`config.mk`:
```
export PLATFORM = sky130hd
export DESIGN_NAME = svn_scan_ctrl
export DESIGN_NICKNAME = d
export VERILOG_FILES = /design/src/rtl/svn_scan_ctrl.sv
export SDC_FILE = /design/constraint.sdc
export NUM_CORES = 1
export LEC_CHECK = 0
export ABC_AREA = 1
export CORE_ASPECT_RATIO = 0.6
export CORE_MARGIN = 5
export CORE_UTILIZATION = 59
export CTS_BUF_LIST = sky130_fd_sc_hd__clkbuf_8
export DETAILED_ROUTE_END_ITERATION = 12
export GPL_TIMING_DRIVEN = 0
export PLACE_DENSITY = 0.82
export SETUP_SLACK_MARGIN = 0.3
export SLEW_MARGIN = 20
export SYNTH_ARGS = -nofsm -noshare
export SYNTH_HDL_FRONTEND = slang
export SYNTH_SLANG_ARGS = --single-unit
```
`constraint.sdc`:
```
create_clock -name clk -period 4.8 [get_ports clk]
set_input_delay 0.96 -clock clk [delete_from_list [all_inputs] [get_ports clk]]
set_output_delay 0.96 -clock clk [all_outputs]
set_load 0.02 [all_outputs]
```
`src/rtl/svn_scan_ctrl.sv`:
```
// svn_scan_ctrl: time-multiplexed hex display scanner.
// Drives one shared seven-segment decoder and an active-low anode bus. Each
// digit slot starts with a blanking interval, then lights one anode. Display
// data is double-buffered and swapped only at the end of a full scan frame.
module svn_scan_ctrl #(
   parameter int N_DIG     = 8,
   parameter int DIV       = 100000,
   parameter int BLANK_CYC = 16
) (
   input  logic               clk,
   input  logic               sys_rst,
   input  logic               en,
   input  logic               wr_en,
   input  logic [4*N_DIG-1:0] wr_data,
   input  logic [N_DIG-1:0]   dp_in,
   input  logic [N_DIG-1:0]   dig_en,
   input  logic               lz_sup,
   output logic [3:0]         hex_out,
   output logic               dp_n,
   output logic [N_DIG-1:0]   AN,
   output logic               frame_done
);

   localparam int CW = (DIV > 1) ? $clog2(DIV) : 1;
   localparam int IW = (N_DIG > 1) ? $clog2(N_DIG) : 1;

   typedef enum logic {BLANK, SHOW} state_t;

   state_t             state;
   logic [CW-1:0]      cnt;
   logic [IW-1:0]      idx;
   logic [N_DIG-1:0]   an_sel;
   logic [4*N_DIG-1:0] pend_data, act_data, act_data_nxt;
   logic [N_DIG-1:0]   pend_dp, act_dp, act_dp_nxt;
   logic               pend;

   logic               slot_end, blank_end, last_dig, boundary, upper_zero;
   logic [IW-1:0]      idx_nxt;
   logic [N_DIG-1:0]   show_an;

   // Slot/frame decode, next active buffer and the anode pattern for this slot
   always_comb begin
      slot_end  = (cnt == CW'(DIV - 1));
      blank_end = (cnt == CW'(BLANK_CYC - 1));
      last_dig  = (idx == IW'(N_DIG - 1));
      boundary  = en && slot_end && last_dig;
      idx_nxt   = idx;
      if (slot_end)
         idx_nxt = last_dig ? '0 : idx + IW'(1);

      // A write landing on the boundary bypasses the pending buffer
      act_data_nxt = act_data;
      act_dp_nxt   = act_dp;
      if (boundary) begin
         if (wr_en) begin
            act_data_nxt = wr_data;
            act_dp_nxt   = dp_in;
         end else if (pend) begin
            act_data_nxt = pend_data;
            act_dp_nxt   = pend_dp;
         end
      end

      upper_zero = 1'b1;
      for (int unsigned i = 0; i < N_DIG; i++) begin
         if ((IW'(i) >= idx) && (act_data[4*i +: 4] != 4'h0))
            upper_zero = 1'b0;
      end

      show_an = '1;
      if (dig_en[idx] && !(lz_sup && (idx != '0) && upper_zero))
         show_an = ~(N_DIG'(1) << idx);
   end

   // Prescaler, digit index, blank/show FSM, buffers and registered outputs
   always_ff @(posedge clk or posedge sys_rst) begin
      if (sys_rst) begin
         state      <= BLANK;
         cnt        <= '0;
         idx        <= '0;
         an_sel     <= '1;
         AN         <= '1;
         hex_out    <= '0;
         dp_n       <= 1'b1;
         frame_done <= 1'b0;
         pend       <= 1'b0;
         pend_data  <= '0;
         pend_dp    <= '0;
         act_data   <= '0;
         act_dp     <= '0;
      end else begin
         frame_done <= boundary;
         act_data   <= act_data_nxt;
         act_dp     <= act_dp_nxt;
         if (boundary) begin
            pend <= 1'b0;
         end else if (wr_en) begin
            pend      <= 1'b1;
            pend_data <= wr_data;
            pend_dp   <= dp_in;
         end

         if (!en) begin
            AN <= '1;
         end else if (slot_end) begin
            cnt     <= '0;
            idx     <= idx_nxt;
            state   <= BLANK;
            AN      <= '1;
            hex_out <= act_data_nxt[4*idx_nxt +: 4];
            dp_n    <= ~act_dp_nxt[idx_nxt];
         end else begin
            cnt <= cnt + CW'(1);
            if (blank_end) begin
               state  <= SHOW;
               AN     <= show_an;
               an_sel <= show_an;
            end else if (state == SHOW) begin
               // Re-drives the pattern latched at SHOW entry after a pause
               AN <= an_sel;
            end
         end
      end
   end

endmodule

```
==> flow_summary_export.csv, run 1 <==
group,metric,value,unit
timing,maxSlewHeadroom,65.28,%
final_layout,multiInputGateArea,0.002940,mm^2
cts,numClockSinks,124,
routing,routed_via_density,5.880,
critical_path,cp_max_fo,10,
timing,setup_ws,1.959,ns
flow_run,cap_viol_max_count,0,
outcome,outcome,"finished clean",
critical_path,regToRegEndpoint,"pend_data[31]$_DFFE_PP0P_",
routing,avgRoutedWirePerCell,18.04,um
global_route,grt_max_degree,80,
synthesis,synth_area_leaders,"dfrtp_1 (40%), nand2_1 (10%), dfstp_2 (6.7%)",
critical_path,r2r_slack,2.11,ns
synthesis,dominantRegCellSynth,"dfrtp_1",
final_layout,nets,931,
routing,ant_nets,0,
critical_path,cp-end-kind,"register",
timing,finalSetupViolCount,0,
timing,tightest_slew,0.5208,ns
power,intPower,1.730,mW
cts,clk_pin_slew,0.08,ns
cts,cts_resized,0,
timing,hold_violations,0,
synthesis,synth_seq_area_share,47.11,%
synthesis,ys_types,37,
global_route,grt.total_usage,28.35,%
critical_path,path_cells,"clkdlybuf4s50_1, inv_1, nand2_1, clkbuf_1, o22ai_1, nand4_1, nand3_1, nand2_1, nand2_1, nand2_1, nand2_1, nand3_1",
cts,post_cts_buffers,0,
routing,drtIter0Drc,688,
global_route,grt_pass1_wl,30260,um
power,leakagePower,3.638,nW
power,p_sw,0.6584,mW
global_route,grt_pass1_vias,6072,
routing,vias,6045,
synthesis,synth_top_area_share,40.38,%
global_route,overflow,0,
final_layout,design_area,0.007883,mm^2
synthesis,yosys_warnings,0,
final_layout,seq_area,0.003124,mm^2
final_layout,fillCellCount,810,
timing,max_freq,352.0,MHz
cts,clk_latency,0.45,ns
critical_path,timing.critical_path.buf_inv,3,
critical_path,required,5.12,ns
placed_design,dp_slack,1.591,ns
global_route,antenna_found_initial,0,
cts,clock_path_buffers,2,
critical_path,timing.rr.start,"idx[1]$_DFFE_PP0P_",
critical_path,worst_setup_path_start_kind,"input port",
routing,routed_wl,18540,um
synthesis,synth-seq-cells,124,
power,p_seq_share,49.6,%
min_path,hold_end,"pend_data[17]$_DFFE_PP0P_",
min_path,whs_path_depth,1,
critical_path,rr_worst_depth,9,
placed_design,post_dp_cell_area,0.007495,mm^2
power,power_density,303.0,mW/mm^2
critical_path,crit_family,"buffers and inverters",
placed_design,hpwl,13660,um
die,initial_core_util,59.48,%
power,switching_share,27.57,%
synthesis,syn_avg_cell_area,8.437,um^2
min_path,min_path_type,"register to register",
die,core,0.01115,mm^2
critical_path,max_stage_delay,0.49,ns
cts,cts_hold_buf,0,
final_layout,diodes,0,
die,die_y,92.12,um
timing,finalClockSkew,0.009640,ns
cts,cts-root-buf,"clkbuf_8",
synthesis,syn_area,0.006631,mm^2
synthesis,synth_fp_nets,846,
final_layout,post-route-util,70.71,%
placed_design,gp_congestion,1.013,
timing,min_period,2.841,ns
synthesis,synth-async-reset-ratio,100.0,%
timing,hold_ws,0.4946,ns
timing,rsz0062_at_grt,"false",
placed_design,port_buffers,65,
synthesis,synth_edf_count,0,
routing,first_pass_iters,5,
cts,cts_made_buffers,17,
cts,cts_tree,"done",
critical_path,arrival,3.16,ns
power,pwr-share-comb,12.1,%
final_layout,area_growth,18.87,%
critical_path,cp_common_cell,"nand2_1",
synthesis,synth_largest_area_cell,"dfrtp_1",
power,vdd_drop_max,0.0001972,V
critical_path,cp_slowest_cell,"clkdlybuf4s50_1",
timing,fin_crit_sh,59.18,%
die,fp-row-count,30,
timing,slew_violations,0,
power,p_clk_share,38.3,%
die,fp.dieW,146.9,um
routing,drc,0,
power,power,2.388,mW
die,pin_count,67,
critical_path,worstSetupPathType,"input port to register",
final_layout,drive_gt1_share,10.52,%
cts,htree_levels,4,
synthesis,synthCells,786,
die,die-area,0.01353,mm^2
min_path,min_from,"pend_data[17]$_DFFE_PP0P_",
## flip-flops by register name (all words and copies together), names as in the netlist, 3 cells and up
name,flops
act_data,32
pend_dp,8
pend_data,32
AN,8
hex_out,4
cnt,17
act_dp,8
idx,3
an_sel,8
## cells by family after synthesis
logic type / after synthesis / synth area share, %
muxes: 40 / 6.792
adders and majority gates: 7 / 1.321
DFF: 124 / 47.11
buffers and inverters: 133 / 8.547
and+or+nand+nor: 382 / 27.42
AOI/OAI and AO/OA: 94 / 8.019
xor gates and xnor gates: 6 / 0.7924
## cell usage after synthesis, drive strengths merged, types with 16 or more instances
library cell and count:
inv 99, buf 21, mux2 40, dfstp 17, nor2 40, and2 40
nand4 16, nand2 181, dfrtp 107, nand3 85, a21oi 22, o21ai 29
o22ai 40
## how the worst max path moves through the flow
stage / endpoint / depth (start not counted) / start
3_5_place_dp: hex_out[2]$_DFFE_PP0P_ / 12 / wr_en
6_report: hex_out[2]$_DFFE_PP0P_ / 12 / wr_en
5_1_grt: hex_out[2]$_DFFE_PP0P_ / 12 / wr_en
2_1_floorplan: act_data[0]$_DFF_PP0_ / 1 / sys_rst
4_1_cts: hex_out[2]$_DFFE_PP0P_ / 12 / wr_en
3_3_place_gp: pend_data[12]$_DFFE_PP0P_ / 2 / sys_rst
## worst register-to-register path, stage by stage (launching register included)
cell	delay [ns]
dfrtp_1	0.51
ha_1	0.24
ha_1	0.14
clkbuf_1	0.41
inv_1	0.28
nor2_4	0.29
inv_2	0.07
nand2_4	0.09
buf_6	0.19
mux2_1	0.36
## final cells by class
class / count / area share (%)
flip-flops and latches: 124 / 39.63
multi-input cells: 529 / 37.30
repair buffers: 66 / 8.603
inverters: 101 / 4.873
clock buffers: 19 / 3.317
plain buffers: 32 / 2.381
well taps: 144 / 2.286
clock inverters: 13 / 1.603
## through the flow
step                std cells  setup TNS, ns
global route             1028              0
CTS                      1028              0
finish                   1028              0
floorplan                 786              0
global placement          995        -117.57
detailed placement        996              0
## placed cells by master, fill, tap and decap left out, drive strengths merged, types with 5 or more instances in the layout
cell | netlist | final
and2 | 40 | 40
buf | 21 | 22
nand3 | 85 | 85
nor4 | 6 | 6
clkdlybuf4s50 | 0 | 65
nor2 | 40 | 40
mux2 | 40 | 40
nand2 | 181 | 181
clkinv | 2 | 7
nand4 | 16 | 16
clkbuf | 11 | 30
ha | 7 | 7
o22ai | 40 | 40
a21oi | 22 | 22
inv | 99 | 100
clkinvlp | 0 | 5
dfstp | 17 | 17
nor3 | 10 | 10
dfrtp | 107 | 107
xor2 | 5 | 5
o21ai | 29 | 29
## power by group through the flow
stage / combinational, mW / sequential (mW) / clock [mW]
final: 0.288 / 1.18 / 0.916
after global routing: 0.317 / 1.20 / 0.965
after CTS: 0.287 / 1.18 / 0.920
after detailed placement: 0.285 / 1.20 / 0
after global placement: 0.266 / 1.20 / 0
after floorplan: 0.177 / 1.19 / 0
## routing by layer
metal | vias to the layer above | routed length, um | global-route usage, % | share of wire, %
li1 | 2768 | - | - | -
met1 | 2910 | 8363 | 40.11 | 45
met2 | 323 | 7966 | 42.24 | 43
met3 | 44 | 1774 | 7.654 | 9.6
met4 | 0 | 440 | 9.703 | 2.4
met5 | - | 0 | 0 | 0
No activity file was read; power rests on OpenSTA's default activity.
==> inputs of run 2 (changes only) <==
- CORE_UTILIZATION: 59 -> 54
- PLACE_DENSITY: 0.82 -> 0.79
- clock period: 4.8 -> 2.6 ns (I/O delays scaled with it)
==> run 2 against run 1 <==
Largest cell class unchanged; die area increased by 8.4%; count of clock-buffer cells in the layout is 4 higher; critical path depth is 2 higher.
==> flow_summary_export.csv, run 2 (synthesis gave the netlist of run 1 again) <==
group,metric,value,unit
outcome,outcome,"finished clean",
routing,vias,5924,
critical_path,r2r_slack,0.35,ns
power,leakagePower,3.772,nW
die,die_y,95.84,um
routing,drtIter0Drc,524,
timing,fin_crit_sh,86.37,%
power,intPower,3.437,mW
cts,clock_path_buffers,2,
power,p_sw,1.195,mW
die,fp-row-count,31,
critical_path,timing.rr.start,"cnt[6]$_DFFE_PP0P_",
routing,routed_via_density,5.552,
routing,ant_nets,0,
critical_path,max_stage_delay,0.45,ns
critical_path,cp-endpoint,"hex_out[1]$_DFFE_PP0P_",
critical_path,cp_common_cell,"nand3_1",
routing,routed_wl,17780,um
critical_path,cp_slowest_cell,"dfrtp_2",
cts,cts_tree,"done",
power,power_density,565.6,mW/mm^2
final_layout,post-route-util,68.11,%
critical_path,cp-end-kind,"register",
global_route,grt_pass1_vias,5485,
timing,maxSlewHeadroom,57.48,%
global_route,overflow,0,
power,p_seq_share,47.4,%
routing,drc,0,
timing,finalSetupViolCount,0,
timing,slew_violations,0,
final_layout,final_cell_mix,"nand2_1 (172), dfrtp_1 (105), inv_1 (94)",
routing,avgRoutedWirePerCell,16.67,um
critical_path,worstSetupPathType,"register to register",
cts,cts-root-buf,"clkbuf_8",
cts,cts_made_buffers,17,
cts,htree_levels,4,
die,fp.dieW,153.1,um
placed_design,post_dp_cell_area,0.007552,mm^2
routing,first_pass_iters,5,
placed_design,port_buffers,65,
timing,tightest_slew,0.6365,ns
global_route,grt_pass1_wl,28350,um
flow_run,cap_viol_max_count,0,
timing,fin_tns_setup,0,ns
power,vdd_drop_max,0.0003294,V
critical_path,critPathLaunch,"cnt[6]$_DFFE_PP0P_",
timing,min_period,2.246,ns
critical_path,arrival,2.57,ns
final_layout,drive_gt1_share,14.19,%
final_layout,diodes,0,
critical_path,required,2.92,ns
die,core,0.01202,mm^2
final_layout,design_area,0.008189,mm^2
placed_design,hpwl,13170,um
final_layout,layout_commonest_cell,"nand2_1",
die,die-area,0.01467,mm^2
final_layout,nets,949,
global_route,grt.total_usage,24.58,%
timing,finalClockSkew,0.01047,ns
timing,hold_violations,0,
die,pin_count,67,
cts,clk_pin_slew,0.07,ns
critical_path,path_cells,"inv_2, nand2_1, nor2_1, nand2_2, nor2_8, nand2_8, nor2_8, buf_4, buf_6, nand2_1, nand3_1, nand3_1, nand3_1, nand3_1",
critical_path,rr_worst_depth,14,
global_route,grt_max_degree,35,
cts,clk_latency,0.44,ns
placed_design,gp_congestion,0.9190,
die,initial_core_util,55.15,%
min_path,min_path_type,"input port to register",
critical_path,regToRegEndpoint,"hex_out[1]$_DFFE_PP0P_",
power,pwr-share-comb,12.4,%
critical_path,cp_max_fo,10,
cts,numClockSinks,124,
timing,max_freq,445.3,MHz
power,switching_share,25.80,%
critical_path,worst_setup_path_start_kind,"register",
timing,rsz0062_at_grt,"true",
power,p_clk_share,40.2,%
global_route,antenna_found_initial,0,
final_layout,area_growth,23.49,%
final_layout,largest_registers,"act_data x32, pend_data x32, cnt x17",
==> run 2: area by class of cell <==
cell class              count  area [um^2]
clock buffers              23        316.6
inverters                 101        391.6
well taps                 165        206.4
flip-flops and latches    124         3127
multi-input cells         529         2992
plain buffers              32        206.4
repair buffers             84        830.8
clock inverters             9        118.9
fillers                   939         3835
==> run 2: per-layer routing <==
metal | GRT usage (%) | part of all wire [%] | vias up
met5 | 0 | 0 | -
met4 | 6.153 | 1.2 | 0
met3 | 7.951 | 10 | 23
met2 | 34.52 | 40 | 264
met1 | 36.67 | 48 | 2842
li1 | - | - | 2795
==> run 2: critical path: cells and delay by family (launching register included) <==
family / cells / cell delay [ns]
buffers and inverters: 3 / 0.33
DFF: 1 / 0.45
and+or+nand+nor: 11 / 1.36
==> run 2: how the worst min path moves through the flow <==
stage	from	end	slack, ns	cells after the start
2_1_floorplan	pend_data[0]$_DFFE_PP0P_	pend_data[0]$_DFFE_PP0P_	0.47	1
3_3_place_gp	pend_data[0]$_DFFE_PP0P_	pend_data[0]$_DFFE_PP0P_	0.47	1
3_5_place_dp	pend_data[2]$_DFFE_PP0P_	pend_data[2]$_DFFE_PP0P_	0.48	1
4_1_cts	en	cnt[15]$_DFFE_PP0P_	0.42	2
5_1_grt	en	cnt[15]$_DFFE_PP0P_	0.46	2
6_report	en	cnt[15]$_DFFE_PP0P_	0.44	2
==> run 2: power groups by stage <==
stage	registers [mW]	logic, mW	clock network, mW
global route	2.21	0.647	1.94
finish	2.19	0.573	1.86
detailed placement	2.22	0.523	0
CTS	2.18	0.527	1.87
global placement	2.21	0.499	0
floorplan	2.20	0.328	0
==> run 2: repair_timing <==
action / CTS / global route
pin swaps: 0 / 4
hold buffers: 0 / 0
endpoints found under the setup margin: 86 / 61
setup buffers: 0 / 16
gates resized for setup: 7 / 26
==> run 2: stage by stage <==
step | hold WS (ns) | worst slack [ns] | power (mW) | cells
global route | 0.4587 | 0.2574 | 4.793 | 1067
CTS | 0.4197 | 0.3071 | 4.578 | 1051
floorplan | 0.4653 | 0.5200 | 2.525 | 786
finish | 0.4377 | 0.3543 | 4.632 | 1067
detailed placement | 0.4833 | -0.09443 | 2.738 | 1019
global placement | 0.4743 | -0.5875 | 2.710 | 1016
